`config.mk`:
```
export PLATFORM = sky130hd
export DESIGN_NAME = weight_load_ctl
export DESIGN_NICKNAME = d
export VERILOG_FILES = /design/src/rtl/weight_load_ctl_pkg.sv /design/src/rtl/weight_load_ctl_edge_detect.sv /design/src/rtl/weight_load_ctl.sv
export SDC_FILE = /design/constraint.sdc
export NUM_CORES = 2
export LEC_CHECK = 0
export CAP_MARGIN = 20
export CORE_ASPECT_RATIO = 1.75
export CORE_MARGIN = 2
export CORE_UTILIZATION = 50
export DETAILED_ROUTE_END_ITERATION = 8
export PLACE_DENSITY = 0.71
export SETUP_SLACK_MARGIN = 0.05
export SLEW_MARGIN = 15
export SYNTH_ARGS = -nofsm -noshare
export SYNTH_HDL_FRONTEND = slang
export SYNTH_SLANG_ARGS = --single-unit
```
`constraint.sdc`:
```
create_clock -name I_clk -period 11.9 [get_ports I_clk]
set_input_delay 2.38 -clock I_clk [delete_from_list [all_inputs] [get_ports I_clk]]
set_output_delay 2.38 -clock I_clk [all_outputs]
set_load 0.1 [all_outputs]
```
`src/rtl/weight_load_ctl_pkg.sv`:
```
// Shared types and helpers for the weight load path and its read-side sibling.
package weight_load_ctl_pkg;

  typedef enum logic [2:0] {
    ST_IDLE  = 3'd0,
    ST_CALC0 = 3'd1,
    ST_CALC1 = 3'd2,
    ST_LOAD  = 3'd3,
    ST_DONE  = 3'd4
  } wl_state_t;

  localparam int CH_OUT_DFLT = 32;
  localparam int WWIDTH_DFLT = CH_OUT_DFLT * 8;

  // Ceiling log2: bits needed to index n entries (getasize(1) == 0).
  function automatic int getasize(input int n);
    int w;
    w = 0;
    for (int i = 0; i < 31; i++) begin
      if ((1 << i) < n) w = i + 1;
    end
    return w;
  endfunction

endpackage

```
`src/rtl/weight_load_ctl_edge_detect.sv`:
```
// Two-flop rising-edge detector; pulse is high for one cycle after the input is first seen high.
// Latency: pulse one cycle after the edge is sampled; no backpressure.
module weight_load_ctl_edge_detect (
  input  logic I_clk,
  input  logic I_rst,
  input  logic I_in,
  output logic O_pulse
);

  logic [1:0] s_start;

  always_ff @(posedge I_clk or negedge I_rst) begin
    if (!I_rst) s_start <= '0;
    else        s_start <= {s_start[0], I_in};
  end

  assign O_pulse = s_start[0] & ~s_start[1];

endmodule

```
`src/rtl/weight_load_ctl.sv`:
```
// Streams one layer's weight words into the weight buffer at linear addresses 0..N-1, then raises done.
// Latency: LOAD three cycles after the start pulse, write one cycle after accept; ready drops only in non-LOAD states.
module weight_load_ctl
  import weight_load_ctl_pkg::*;
#(
  parameter int AXIWIDTH   = 32,
  parameter int DEPTHWIDTH = 9,
  parameter int CH_OUT     = CH_OUT_DFLT,
  parameter int WWIDTH     = CH_OUT * 8
) (
  input  logic                  I_clk,
  input  logic                  I_rst,
  input  logic                  I_ap_start,
  input  logic [AXIWIDTH-1:0]   I_kx_num,
  input  logic [AXIWIDTH-1:0]   I_ky_num,
  input  logic [DEPTHWIDTH-1:0] I_ciGroup,
  input  logic [DEPTHWIDTH:0]   I_coAlign,
  input  logic [WWIDTH-1:0]     I_wdata,
  input  logic                  I_wdata_valid,
  output logic                  O_wdata_ready,
  output logic                  O_wbuf_wr_en,
  output logic [DEPTHWIDTH-1:0] O_wbuf_waddr,
  output logic [WWIDTH-1:0]     O_wbuf_wdata,
  output logic                  O_weight_load_done,
  output logic                  O_cfg_err
);

  localparam int          CO_SHIFT = getasize(CH_OUT);
  localparam logic [32:0] CAP      = 33'(1) << DEPTHWIDTH;

  wl_state_t             state;
  logic                  start_pulse;
  logic                  accept;
  logic [31:0]           p0;
  logic [DEPTHWIDTH:0]   cw;
  logic [31:0]           n_words;
  logic [31:0]           n_calc;
  logic [DEPTHWIDTH:0]   wcnt;

  weight_load_ctl_edge_detect u_start_edge (
    .I_clk   (I_clk),
    .I_rst   (I_rst),
    .I_in    (I_ap_start),
    .O_pulse (start_pulse)
  );

  assign accept = I_wdata_valid & O_wdata_ready;
  assign n_calc = p0 * 32'(I_ciGroup) * 32'(cw);

  always_ff @(posedge I_clk or negedge I_rst) begin
    if (!I_rst) begin
      state              <= ST_IDLE;
      p0                 <= '0;
      cw                 <= '0;
      n_words            <= '0;
      wcnt               <= '0;
      O_wdata_ready      <= 1'b0;
      O_wbuf_wr_en       <= 1'b0;
      O_wbuf_waddr       <= '0;
      O_wbuf_wdata       <= '0;
      O_weight_load_done <= 1'b0;
      O_cfg_err          <= 1'b0;
    end else begin
      // The write port follows the handshake regardless of a concurrent restart.
      O_wbuf_wr_en <= accept;
      if (accept) begin
        O_wbuf_waddr <= wcnt[DEPTHWIDTH-1:0];
        O_wbuf_wdata <= I_wdata;
      end

      if (start_pulse) begin
        state              <= ST_CALC0;
        wcnt               <= '0;
        n_words            <= '0;
        O_wdata_ready      <= 1'b0;
        O_weight_load_done <= 1'b0;
        O_cfg_err          <= 1'b0;
      end else begin
        case (state)
          ST_CALC0: begin
            p0    <= 32'(I_kx_num * I_ky_num);
            cw    <= I_coAlign >> CO_SHIFT;
            state <= ST_CALC1;
          end
          ST_CALC1: begin
            n_words <= n_calc;
            if (n_calc == 32'd0 || {1'b0, n_calc} > CAP) begin
              state              <= ST_DONE;
              O_cfg_err          <= 1'b1;
              O_weight_load_done <= 1'b1;
            end else begin
              state         <= ST_LOAD;
              O_wdata_ready <= 1'b1;
            end
          end
          ST_LOAD: begin
            if (accept) begin
              wcnt <= wcnt + 1'b1;
              if (32'(wcnt) == n_words - 32'd1) begin
                state              <= ST_DONE;
                O_wdata_ready      <= 1'b0;
                O_weight_load_done <= 1'b1;
              end
            end
          end
          ST_IDLE, ST_DONE: ;
          default: state <= ST_IDLE;
        endcase
      end
    end
  end

endmodule

```
==> impl_metrics.json <==
{
  "critPathArrivalTime_ps": 11830,
  "gr-total-overflow": 0,
  "worst_slack_setup_final_ps": 552,
  "die-height_um": 382,
  "finalSetupViolations": 0,
  "vias_per_cell": 5.38,
  "finalMaxSlewViolations": 0,
  "slew_limit_headroom": 0.125,
  "chipWidth_um": 220,
  "cts.sink_count": 353,
  "io_pins": 612,
  "pre_cts_worst_setup_slack_ps": -392,
  "setup.reg_to_reg.worst_slack_ps": 2200,
  "numCtsBuffers": 38,
  "min_from": "O_wbuf_wdata[250]$_DFFE_PN0P_",
  "synth-async-reset-ratio": 1.00,
  "rows": 138,
  "grt_start_max_net_pins": 191,
  "number_of_antenna_violations_at_the_first_check_in_global_routing": 34,
  "die_area_mm2": 0.0839,
  "ys.warnings.count": 0,
  "dr_total_vias": 34218,
  "drt_drc_violations_left": 0,
  "critical_path.reg2reg.endpoint": "state[0]$_DFFE_PN0P_",
  "synth_edf_count": 0,
  "crit_path_start_kind": "input port",
  "post-synth-top-area-fraction": 0.329,
  "worst_hold_path.num_cells": 2,
  "postSynth.topFlopCell": "dfrtp_1",
  "worstMarginPinSlew_ps": 1310,
  "grt_setup_unrepaired": "false",
  "cts_max_path_buffers": 3,
  "worst_hold_path.endpoint": "O_wbuf_wdata[250]$_DFFE_PN0P_",
  "timing.clock.skew_ps": 48.2,
  "cts-root-buf": "clkbuf_16",
  "clkSlewWorstSetupHoldPaths_ps": 70,
  "path_max_fanout": 9,
  "detail_route.first_pass.iterations": 6,
  "wirelength_um": 152000,
  "finalCritPeriodShare": 0.954,
  "first_global_vias": 36621,
  "synth_sequential_area_ratio": 0.217,
  "postSynthNetCount": 5903,
  "number_of_drc_markers_in_iteration_0": 2223,
  "postSynthRegisterBits": 353,
  "reg2regPathDepth": 39,
  "post_dp_cell_area_mm2": 0.0484,
  "hold_violations": 0,
  "cts_hold_buf": 0,
  "globalplace.congestion": 1.04,
  "cts_tree": "yes",
  "ctsHtreeMaxLevel": 2,
  "synth_cell_types": 74,
  "ant_nets": 0,
  "cp_slowest_cell": "fa_1",
  "syn-instance-count": 4691,
  "stdcell_area_mm2": 0.0502,
  "crit_path_frequent_cell": "fa_1",
  "syn_area_per_cell_um2": 8.69,
  "max_freq_mhz": 88.1,
  "yosys-top-cells-area": "fa_1 (33%), dfrtp_1 (22%), nand2_1 (14%)",
  "regToRegStartpoint": "p0[5]$_DFFE_PN0P_",
  "maxCapViolations": 0,
  "num-nets-final": 6482,
  "area_delta_synth_final_pct": 23.2,
  "global_route_wire_length_before_repair_um": 224000,
  "outcome": "finished, final reports clean",
  "timing.final.crit_period_ps": 11350,
  "crit_path_max_incr_delay_ps": 530,
  "critPathRequiredTime_ps": 12380,
  "drive_gt1_frac": 0.0553,
  "grt.total_usage": 0.371,
  "floorplan.initialDensity": 0.504,
  "core_area_mm2": 0.0808,
  "hpwlAfterDp_um": 120000,
  "cp-end-kind": "flop",
  "tns_ps": 0,
  "setup.worst_path.class": "input port to flop",
  "port_buffers": 606,
  "hold_class": "flop to flop",
  "synth_top_area_cell": "fa_1",
  "post_synth_instance_area_mm2": 0.0408,
  "worst_skew_pair.late_latency_ps": 600,
  "drt-wirelength-per-cell_um": 23.9
}
cells in the mapped netlist, drive strengths merged, types with 42 or more instances:
cell / n
a21o: 42
a21oi: 96
and2: 354
clkbuf: 222
dfrtp: 353
fa: 670
ha: 199
inv: 747
nand2: 1468
nor2: 75
o21ai: 61
xnor2: 120
xor2: 54
cell type report:
class / instances / area (µm²)
Fill cell: 7018 / 30600
Multi-Input combinational cell: 3363 / 28400
Sequential cell: 353 / 8830
Timing Repair Buffer: 767 / 7530
Inverter: 747 / 2810
Tap cell: 1050 / 1310
Clock buffer: 53 / 1080
Clock inverter: 13 / 223
Antenna cell: 20 / 50.0
how the worst max path moves through the flow:
stage                           end    startpoint  slack (ps)  depth (start not counted)
6_report       state[0]$_DFFE_PN0P_  I_ciGroup[0]         550                         41
5_1_grt        state[0]$_DFFE_PN0P_  I_ciGroup[0]          70                         44
4_1_cts        state[1]$_DFFE_PN0P_  I_ciGroup[0]         180                         41
3_5_place_dp   state[1]$_DFFE_PN0P_  I_ciGroup[0]        -390                         41
3_3_place_gp   state[1]$_DFFE_PN0P_  I_ciGroup[0]        -250                         41
2_1_floorplan  state[1]$_DFFE_PN0P_  I_ciGroup[0]         230                         40
through the flow:
step                      std cells  hold WS (ps)  utilization
after floorplan                4691           368            -
after global placement         6255           456        0.598
after detailed placement       6262           461        0.599
after CTS                      6328           477        0.616
after global routing           6357           492        0.621
final                          6366           474        0.621
critical path, delay by kind of cell:
family	cells	cell delay, ps
fa+ha+maj	9	4020
compound gates	16	3020
simple gates	8	1210
buf+inv	7	1080
xor+xnor	1	110
flip-flops by register name, summed over array words and instances (netlist names), 2 cells and up:
signal                flops
u_start_edge.s_start      2
cw                        5
wcnt                     10
n_words                  32
p0                       32
O_wbuf_waddr              9
state                     3
O_wbuf_wdata            256
metal layers:
metal  GRT usage  part of all wire  routed length [µm]  vias to the layer above
li1            -                 -                   -                    15074
met2       0.617              0.49               74300                     1413
met1       0.357              0.31               46700                    17104
met5           0            0.0014                 206                        -
met3       0.150              0.10               16000                      593
met4       0.303              0.10               15200                       34
what timing repair did:
action                                  4_1_cts  5_1_grt
setup buffers                                 0        1
endpoints found under the setup margin        0        7
gates resized for setup                       0       18
placed cells by master (no fill, tap or decap), drive strengths merged, types with 14 or more instances in the layout:
cell	Yosys	final
nand2	1468	1468
inv	747	751
fa	670	670
clkdlybuf4s50	0	586
and2	354	354
dfrtp	353	353
ha	199	199
buf	6	181
xnor2	120	120
a21oi	96	96
nor2	75	75
o21ai	61	61
xor2	54	54
clkbuf	222	53
a21o	42	42
diode	0	20
o21a	19	19
nor2b	16	16
nor3	16	16
nand3	14	14
kinds of logic (layout without fill, tap and decap cells):
logic type                 count (synthesis)  after routing  share of synthesized area
and+or+nand+nor                         2009           2009                      0.214
buffers and inverters                    975           1580                     0.0898
adders and majority gates                869            869                      0.390
DFF                                      353            353                      0.217
AOI/OAI and AO/OA                        297            297                     0.0477
xor gates and xnor gates                 175            175                     0.0381
muxes                                     13             13                    0.00359
other                                      0             20                          0
Power is left out: the tool's default activity adds up to more than one toggle a clock period on the data nets, which glitch-free logic cannot reach.
